--- src/rtl/decoder_scan_seq.sv ---
// decoder_scan_seq
// Registered N-to-2^N one-hot line decoder with two modes:
//   direct - decodes addresses accepted over a valid/ready handshake
//   scan   - steps the select through 0..scan_last, holding each index DWELL cycles
// The select is built from the next-state index and registered, so it only
// ever changes on a clock edge and is never multi-hot.
// ACTIVE_LOW inverts only the sel bus. idx, sel_valid and wrap keep their sense.

module decoder_scan_seq #(
    parameter int N          = 3,
    parameter int DWELL      = 4,
    parameter int ACTIVE_LOW = 0
) (
    input  logic               clk,
    input  logic               rst_n,
    input  logic               en,
    input  logic               mode,
    input  logic               in_valid,
    output logic               in_ready,
    input  logic [N-1:0]       addr,
    input  logic [N-1:0]       scan_last,
    output logic [(1<<N)-1:0]  sel,
    output logic [N-1:0]       idx,
    output logic               sel_valid,
    output logic               wrap
);

    localparam int W  = 1 << N;
    // The dwell counter needs at least one bit, even when DWELL is 1.
    localparam int DW = (DWELL > 1) ? $clog2(DWELL) : 1;

    localparam logic [DW-1:0] DWELL_LAST = DW'(DWELL - 1);
    localparam logic [DW-1:0] DWELL_ZERO = DW'(0);
    localparam logic [DW-1:0] DWELL_ONE  = DW'(1);
    localparam logic [N-1:0]  IDX_ZERO   = N'(0);
    localparam logic [N-1:0]  IDX_ONE    = N'(1);
    // Pattern of an inactive sel bus. XOR with this mask applies the output polarity.
    localparam logic [W-1:0]  POL_MASK   = (ACTIVE_LOW != 0) ? {W{1'b1}} : {W{1'b0}};

    typedef enum logic [1:0] {
        ST_IDLE   = 2'd0,
        ST_DIRECT = 2'd1,
        ST_SCAN   = 2'd2
    } state_t;

    // Active-high one-hot code for index i.
    function automatic logic [W-1:0] onehot_f(input logic [N-1:0] i);
        logic [W-1:0] v;
        v = {W{1'b0}};
        v[i] = 1'b1;
        return v;
    endfunction

    // Output-polarity sel pattern for a given valid flag and index.
    function automatic logic [W-1:0] sel_code_f(input logic vld, input logic [N-1:0] i);
        logic [W-1:0] v;
        if (vld) begin
            v = onehot_f(i) ^ POL_MASK;
        end else begin
            v = POL_MASK;
        end
        return v;
    endfunction

    state_t          state_r,     state_n_s;
    logic [N-1:0]    idx_r,       idx_n_s;
    logic [N-1:0]    last_q_r,    last_n_s;
    logic [DW-1:0]   dwell_r,     dwell_n_s;
    logic            sel_valid_r, sel_valid_n_s;
    logic            wrap_r,      wrap_n_s;
    logic [W-1:0]    sel_r,       sel_n_s;
    logic            in_ready_s;
    logic            accept_s;

    // Handshake readiness: only in direct mode and never while the FSM is in SCAN.
    always_comb begin
        in_ready_s = en && !mode && (state_r != ST_SCAN);
        accept_s   = in_valid && in_ready_s;
    end

    // Next-state and next-output logic.
    always_comb begin
        state_n_s     = state_r;
        idx_n_s       = idx_r;
        last_n_s      = last_q_r;
        dwell_n_s     = dwell_r;
        sel_valid_n_s = sel_valid_r;
        wrap_n_s      = 1'b0;

        if (!en) begin
            // Disable overrides every state: select goes inactive, scan position lost.
            state_n_s     = ST_IDLE;
            idx_n_s       = IDX_ZERO;
            dwell_n_s     = DWELL_ZERO;
            sel_valid_n_s = 1'b0;
        end else begin
            case (state_r)
                ST_IDLE, ST_DIRECT: begin
                    if (mode) begin
                        // Scan entry; any address offered in this cycle is not accepted.
                        state_n_s     = ST_SCAN;
                        idx_n_s       = IDX_ZERO;
                        dwell_n_s     = DWELL_ZERO;
                        last_n_s      = scan_last;
                        sel_valid_n_s = 1'b1;
                    end else if (accept_s) begin
                        state_n_s     = ST_DIRECT;
                        idx_n_s       = addr;
                        sel_valid_n_s = 1'b1;
                    end else begin
                        state_n_s     = state_r;
                    end
                end
                ST_SCAN: begin
                    if (!mode) begin
                        // Leaving scan drops the select; re-entry restarts from 0.
                        state_n_s     = ST_IDLE;
                        idx_n_s       = IDX_ZERO;
                        dwell_n_s     = DWELL_ZERO;
                        sel_valid_n_s = 1'b0;
                    end else if (dwell_r == DWELL_LAST) begin
                        dwell_n_s = DWELL_ZERO;
                        if (idx_r == last_q_r) begin
                            // End of sweep: scan_last is only re-sampled here.
                            idx_n_s  = IDX_ZERO;
                            wrap_n_s = 1'b1;
                            last_n_s = scan_last;
                        end else begin
                            idx_n_s  = idx_r + IDX_ONE;
                        end
                    end else begin
                        dwell_n_s = dwell_r + DWELL_ONE;
                    end
                end
                default: begin
                    // Unreachable encoding: recover to a safe inactive state.
                    state_n_s     = ST_IDLE;
                    idx_n_s       = IDX_ZERO;
                    dwell_n_s     = DWELL_ZERO;
                    sel_valid_n_s = 1'b0;
                end
            endcase
        end

        sel_n_s = sel_code_f(sel_valid_n_s, idx_n_s);
    end

    // State and output registers; reset clears every output asynchronously.
    always_ff @(posedge clk or negedge rst_n) begin
        if (!rst_n) begin
            state_r     <= ST_IDLE;
            idx_r       <= IDX_ZERO;
            last_q_r    <= IDX_ZERO;
            dwell_r     <= DWELL_ZERO;
            sel_valid_r <= 1'b0;
            wrap_r      <= 1'b0;
            sel_r       <= POL_MASK;
        end else begin
            state_r     <= state_n_s;
            idx_r       <= idx_n_s;
            last_q_r    <= last_n_s;
            dwell_r     <= dwell_n_s;
            sel_valid_r <= sel_valid_n_s;
            wrap_r      <= wrap_n_s;
            sel_r       <= sel_n_s;
        end
    end

    assign in_ready  = in_ready_s;
    assign sel       = sel_r;
    assign idx       = idx_r;
    assign sel_valid = sel_valid_r;
    assign wrap      = wrap_r;

endmodule

--- config.mk ---
export PLATFORM = sky130hd
export DESIGN_NAME = decoder_scan_seq
export DESIGN_NICKNAME = d
export VERILOG_FILES = /design/src/rtl/decoder_scan_seq.sv
export SDC_FILE = /design/constraint.sdc
export NUM_CORES = 1
export LEC_CHECK = 0
export ABC_AREA = 1
export BUFFER_PORTS_ARGS = -buffer_cell sky130_fd_sc_hd__buf_2
export CORE_UTILIZATION = 53
export CTS_BUF_LIST = sky130_fd_sc_hd__clkbuf_2 sky130_fd_sc_hd__clkbuf_4 sky130_fd_sc_hd__clkbuf_8
export CTS_CLUSTER_SIZE = 40
export DETAILED_ROUTE_END_ITERATION = 12
export PLACE_DENSITY = 0.79
export SYNTH_ARGS = -nofsm -noshare
export SYNTH_HDL_FRONTEND = slang
export SYNTH_SLANG_ARGS = --single-unit
--- constraint.sdc ---
create_clock -name clk -period 1.7 [get_ports clk]
set_clock_uncertainty 0.1 [all_clocks]
set_input_delay 0.255 -clock clk [delete_from_list [all_inputs] [get_ports clk]]
set_output_delay 0.255 -clock clk [all_outputs]
set_load 0.005 [all_outputs]
==> reports/metrics.csv, run 1 <==
metric,value,unit
netlist_instances,123,
cp_data_required_time,1.80,ns
crit_path_frequent_cell,sky130_fd_sc_hd__nand2_1,
synth-edff-count,0,
crit_chain,ha_1 > nor2_1 > a21oi_1 > nand3_1 > nand2_1 > nand2_1 > nand2_1 > nor2_1,
vias_per_cell,4.92,
ant_nets,0,
hold-worst-slack,0.0544,ns
rsz0062_at_grt,false,
yosysWarnings,0,
yosys.area.top_type_share,49.7,%
worst_slew_margin_rel,71.3,%
syn2layout_area_growth,21.6,%
setup.worst_path.end_class,register,
placement.io_buffers,24,
grt_use_total,23.0,%
dp_hpwl,1640,um
power_leakage,0.726,nW
p_comb_share,15.1,%
routabilityCongestion,0.784,
synth.lib_cells_used.distinct,19,
drt_wl_total,2110,um
sw_share,27.0,%
chipWidth,45.6,um
hp-class,input port to register,
min_period,1.60,ns
vias,876,
crit_arrival,1.70,ns
share_of_synthesized_registers_carrying_an_async_set_or_reset,100,%
critPathSlowestCell,sky130_fd_sc_hd__dfrtp_2,
power_per_cell_area,758,nW/um2
critical_path.n_buffers_inverters,0,
grt_first_pass_wirelength,3230,um
post-route-period-util,94.0,%
dp_worst_setup_slack,0.0689,ns
synthesis.area_per_instance,8.19,um2
first_global_vias,761,
maxCapViolations,0,
final-hold-violation-count,0,
antenna_found_initial,0,
placed_cells_incl_taps,172,
ir_drop,0.569,mV
drc,0,
insertedDiodeCount,0,
fmax,626,MHz
cp_top_family,simple AND/OR/NAND/NOR gates,
detail_route.wl_per_cell,11.9,um
report.final.setup_viol,0,
rows,15,
fp.coreArea,1750,um2
design.portCount,25,
die-height,45.6,um
finalMaxSlewViolations,0,
root_buf_cell,sky130_fd_sc_hd__clkbuf_4,
seq_cells_post_synth,20,
cts-root-to-sink-buffers,2,
synth-main-ff-cell,sky130_fd_sc_hd__dfrtp_1,
grt_overflow,0,
netlist_top_cells_count,"sky130_fd_sc_hd__nand2_1, sky130_fd_sc_hd__inv_1, sky130_fd_sc_hd__dfrtp_1, sky130_fd_sc_hd__nor2_1, sky130_fd_sc_hd__nand3_1",
power.internal,0.000679,W
mappedNetlistNets,136,
synth.cell_area,1010,um2
yosys.cell_count.top_type,sky130_fd_sc_hd__nand2_1,
hold_path_startpoint,scan_last[1],
cts_tree,yes,
floorplan_die_area,2080,um2
seq_power_share,55.4,%
floorplan.initialDensity,57.7,%
run_status,"complete, no violations",
worst_setup_sp,idx[0],
synth_seq_area_share,49.7,%
critPathMaxFanout,5,
pwr-share-clk,29.5,%
grt_max_degree,21,
finish.cell_count_without_fillers,178,
cts.sinks,20,
r2r-start,idx[0],
clock_latency,0.30,ns
tritoncts.num_buffers,3,
net_count_reported_at_finish,167,
max_stage_delay,0.46,ns
fin_ws,0.102,ns
post_synth_main_area_contributors,"sky130_fd_sc_hd__dfrtp_1, sky130_fd_sc_hd__nand2_1, sky130_fd_sc_hd__inv_1",
tightest_slew,0.431,ns
p_sw,0.000250,W
first_pass_iters,4,
total_power,0.000929,W
setup_total_negative_slack,0,ns
nFillCells,163,
critical_path.startpoint_type,register,
cts.clk_slew.worst_paths,0.11,ns
drive_above_1_share,28.1,%
synth_top_area_cell,sky130_fd_sc_hd__dfrtp_1,
worst-setup-path-type,register to register,
detailedRoute.firstIterationViolations,9,
cts_htree_levels,1,
what timing repair did:
item	in CTS	in global routing
setup buffers	0	1
hold buffers	1	0
hold endpoints to repair	20	0
resized for setup	0	4
endpoints found under the setup margin	0	7
flip-flops by register name, summed over array words and instances (netlist names):
| signal | cells |
|---|---|
| sel | 8 |
| idx | 3 |
| last_q_r | 3 |
| dwell_r | 2 |
| state_r | 2 |
| sel_valid | 1 |
| wrap | 1 |
per-layer routing:
| layer | vias to the layer above | wire, um | track usage [%] |
|---|---|---|---|
| met1 | 402 | 888 | 26.8 |
| met5 | - | 0 | 0 |
| met4 | 0 | 32 | 10.9 |
| met3 | 4 | 92 | 7.54 |
| met2 | 24 | 1100 | 37.7 |
| li1 | 446 | - | - |
power by group through the flow:
stage	sequential, W	clock (W)	combinational [W]
6_report	0.000515	0.000274	0.000140
5_1_grt	0.000517	0.000300	0.000159
4_1_cts	0.000515	0.000281	0.000138
3_5_place_dp	0.000523	0	0.000136
3_3_place_gp	0.000521	0	0.000132
2_1_floorplan	0.000520	0	0.0000833
worst min-delay path: stages:
cell and delay (ns):
sky130_fd_sc_hd__buf_2 0.08, sky130_fd_sc_hd__nand2_1 0.04, sky130_fd_sc_hd__o21ai_0 0.06
cell type report:
class / count / area (um2) / share of cell area (%)
inverter: 22 / 82.6 / 6.74
clock buffer: 4 / 36.3 / 2.96
multi-input combinational: 80 / 428 / 34.9
tap: 25 / 31.3 / 2.55
timing repair buffer: 27 / 145 / 11.8
sequential: 20 / 502 / 41.0
kinds of logic after synthesis:
| logic type | after synthesis | share of synthesized area (%) |
|---|---|---|
| and+or+nand+nor | 68 | 31.6 |
| adders and majority gates | 2 | 2.48 |
| xor gates and xnor gates | 2 | 1.74 |
| DFF | 20 | 49.7 |
| AOI/OAI and AO/OA | 8 | 5.96 |
| buffers and inverters | 23 | 8.57 |
cell usage in the layout, fill, tap and decap left out:
cell type	instances
sky130_fd_sc_hd__nand2_1	31
sky130_fd_sc_hd__buf_2	24
sky130_fd_sc_hd__inv_1	21
sky130_fd_sc_hd__dfrtp_1	19
sky130_fd_sc_hd__nor2_1	14
sky130_fd_sc_hd__nand3_1	10
sky130_fd_sc_hd__nand4_1	4
sky130_fd_sc_hd__o21ai_0	4
sky130_fd_sc_hd__nand2_2	3
sky130_fd_sc_hd__clkbuf_4	3
sky130_fd_sc_hd__nor2_4	2
sky130_fd_sc_hd__nand3_2	2
sky130_fd_sc_hd__xor2_1	2
sky130_fd_sc_hd__buf_4	2
sky130_fd_sc_hd__nor2_2	1
sky130_fd_sc_hd__a21oi_1	1
sky130_fd_sc_hd__inv_2	1
sky130_fd_sc_hd__nand2_4	1
sky130_fd_sc_hd__a21oi_4	1
sky130_fd_sc_hd__a32o_1	1
sky130_fd_sc_hd__o2111ai_1	1
sky130_fd_sc_hd__ha_1	1
sky130_fd_sc_hd__ha_2	1
sky130_fd_sc_hd__clkbuf_8	1
sky130_fd_sc_hd__dlygate4sd3_1	1
sky130_fd_sc_hd__dfrtp_2	1
per-stage QoR:
stage | util [%] | area [um2]
finish | 70.2 | 1220
detailed placement | 66.6 | 1160
CTS | 69.2 | 1210
global route | 70.2 | 1220
floorplan | - | 1010
global placement | 66.6 | 1160
path summary, 6_finish.rpt:
kind                                    end  slack (ns)  cells after the start
worst max-delay path                 sel[1]        0.10                      8
worst min-delay path            last_q_r[1]        0.05                      3
worst max register to register       sel[1]        0.10                      8
worst min register to register   dwell_r[0]        0.42                      1
max in group asynchronous            idx[0]        0.86                      2
min in group asynchronous       last_q_r[2]        0.32                      2
No activity file was read; power rests on OpenSTA's default activity.
==> run 2, diff against run 1 <==
--- a/config.mk
+++ b/config.mk
@@ -9,6 +9,7 @@
 export BUFFER_PORTS_ARGS = -buffer_cell sky130_fd_sc_hd__buf_2
 export CORE_UTILIZATION = 53
 export CTS_BUF_LIST = sky130_fd_sc_hd__clkbuf_2 sky130_fd_sc_hd__clkbuf_4 sky130_fd_sc_hd__clkbuf_8
+export CTS_CLUSTER_DIAMETER = 150
 export CTS_CLUSTER_SIZE = 40
 export DETAILED_ROUTE_END_ITERATION = 12
 export PLACE_DENSITY = 0.79
==> constraint.sdc (replaced) <==
create_clock -name clk -period 1.7 [get_ports clk]
set_clock_uncertainty 0.1 [all_clocks]
set_input_delay 0.085 -clock clk [delete_from_list [all_inputs] [get_ports clk]]
set_output_delay 0.085 -clock clk [all_outputs]
set_load 0.005 [all_outputs]
==> reports/metrics.csv, run 2 (synthesized netlist as in run 1, its figures left out) <==
metric,value,unit,change
tritoncts.num_buffers,3,,unchanged
tightest_slew,0.444,ns,+0.0126 ns
vias,935,,+6.7%
setup.worst_path.end_class,register,,
cts_tree,yes,,
setup_total_negative_slack,0,ns,unchanged
crit_path_frequent_cell,sky130_fd_sc_hd__nand2_1,,
finalMaxSlewViolations,0,,unchanged
vias_per_cell,5.17,,+5.0%
critical_path.startpoint_type,register,,
critPathMaxFanout,6,,+1
post-route-period-util,95.3,%,+1.3 points
placement.io_buffers,24,,unchanged
syn2layout_area_growth,27.7,%,
dp_hpwl,1590,um,-2.7%
reg2regPathDepth,8,,unchanged
ff2ff_setup_slack,0.08,ns,-0.02 ns
layout_commonest_cell,sky130_fd_sc_hd__nand2_1,,
hold_path_startpoint,mode,,
net_count_reported_at_finish,170,,+1.8%
whs_path_depth,3,,unchanged
power_leakage,0.744,nW,+2.6%
detailedRoute.firstIterationViolations,39,,+30
fmax,617,MHz,-1.3%
floorplan_die_area,2080,um2,unchanged
final-hold-violation-count,0,,unchanged
largest_reg_flops,8,,unchanged
die-height,45.6,um,unchanged
reg2reg_to,sel[0],,
first_pass_iters,4,,unchanged
routabilityCongestion,0.790,,+0.75%
floorplan.initialDensity,57.7,%,unchanged
antenna_found_initial,0,,unchanged
insertedDiodeCount,0,,unchanged
run_status,"complete, no violations",,
drive_above_1_share,27.6,%,-0.54 points
cts.sinks,20,,unchanged
power_per_cell_area,825,nW/um2,+8.8%
total_power,0.00106,W,+14%
layout_common_cells,"sky130_fd_sc_hd__nand2_1, sky130_fd_sc_hd__buf_2, sky130_fd_sc_hd__inv_1, sky130_fd_sc_hd__dfrtp_1, sky130_fd_sc_hd__nor2_1",,
min_delay_worst_endpoint,state_r[1],,
final_core_utilization,73.7,%,+3.5 points
critPathSlowestCell,sky130_fd_sc_hd__dfrtp_2,,
ir_drop,0.698,mV,+23%
root_buf_cell,sky130_fd_sc_hd__clkbuf_4,,
grt_use_total,24.0,%,+1.0 points
grt_overflow,0,,unchanged
fp.coreArea,1750,um2,unchanged
grt_max_degree,21,,unchanged
rows,15,,unchanged
hp-class,input port to register,,
hold-worst-slack,0.0521,ns,-0.00226 ns
chipWidth,45.6,um,unchanged
r2r-start,idx[0],,
drc,0,,unchanged
grt_first_pass_wirelength,3460,um,+7.0%
cts_htree_levels,1,,unchanged
drt_wl_total,2230,um,+5.4%
nFillCells,129,,-21%
detail_route.wl_per_cell,12.3,um,+3.7%
ant_nets,0,,unchanged
worst_slew_margin_rel,70.4,%,-0.84 points
design.portCount,25,,unchanged
cts-root-to-sink-buffers,2,,unchanged
first_global_vias,792,,+4.1%
cp_data_required_time,1.81,ns,about the same
crit_arrival,1.73,ns,+0.03 ns
crit_chain,ha_1 > nor2_1 > a21oi_1 > nand3_1 > nand2_1 > nand2_1 > nand2_1 > nor2_1,,
maxCapViolations,0,,unchanged
min_period,1.62,ns,+0.0215 ns
report.final.setup_viol,0,,unchanged
worst-setup-path-type,register to register,,
cts.clk_slew.worst_paths,0.12,ns,about the same
max_stage_delay,0.47,ns,about the same
clock_latency,0.31,ns,about the same
## run 2: worst max-delay path, delay by kind of cell (launching register included)
family / cells / cell delay [ns]
and+or+nand+nor: 6 / 0.51
adders and majority gates: 1 / 0.30
AOI/OAI and AO/OA: 1 / 0.14
DFF: 1 / 0.47
## run 2: routing by layer
metal	wire length, um	vias to the layer above	track usage [%]
li1	-	449	-
met1	1010	437	31.7
met2	1040	42	38.3
met3	111	7	3.57
met4	65	0	11.5
met5	0	-	0
## run 2: worst max path at each step
stage | startpoint | endpoint | cells past startpoint
3_3_place_gp | idx[0] | sel[0] | 8
3_5_place_dp | idx[0] | sel[0] | 8
2_1_floorplan | idx[0] | sel[1] | 8
4_1_cts | idx[0] | sel[0] | 8
6_report | idx[0] | sel[0] | 8
5_1_grt | dwell_r[0] | sel[0] | 9
## run 2: timing repair
item / CTS / global route
setup buffers: 0 / 1
endpoints found under the setup margin: 0 / 9
endpoints found under the hold margin: 24 / 0
resized for setup: 0 / 6
hold buffers: 5 / 0
## run 2: through the flow
stage	instance area, um2	instances	worst slack, ns
after global placement	1150	171	0.145
after global routing	1290	181	-0.00913
final	1290	181	0.0806
after CTS	1260	180	0.0869
after detailed placement	1150	171	0.104
after floorplan	1010	123	0.269
## run 2: cell type report
class	instances	area, um2	area share (%)
flip-flops and latches	20	502	39.0
clock inverters	1	30.0	2.33
well taps	25	31.3	2.43
clock buffers	3	22.5	1.75
multi-input cells	80	440	34.2
inverters	22	82.6	6.42
repair buffers	30	178	13.8
## run 2: power by group
group          leakage (nW)  switching [W]  internal (W)  total (W)
Combinational         0.448      0.0000972     0.0000558   0.000153
Clock                0.0279       0.000156      0.000239   0.000394
Sequential            0.269      0.0000153      0.000499   0.000514
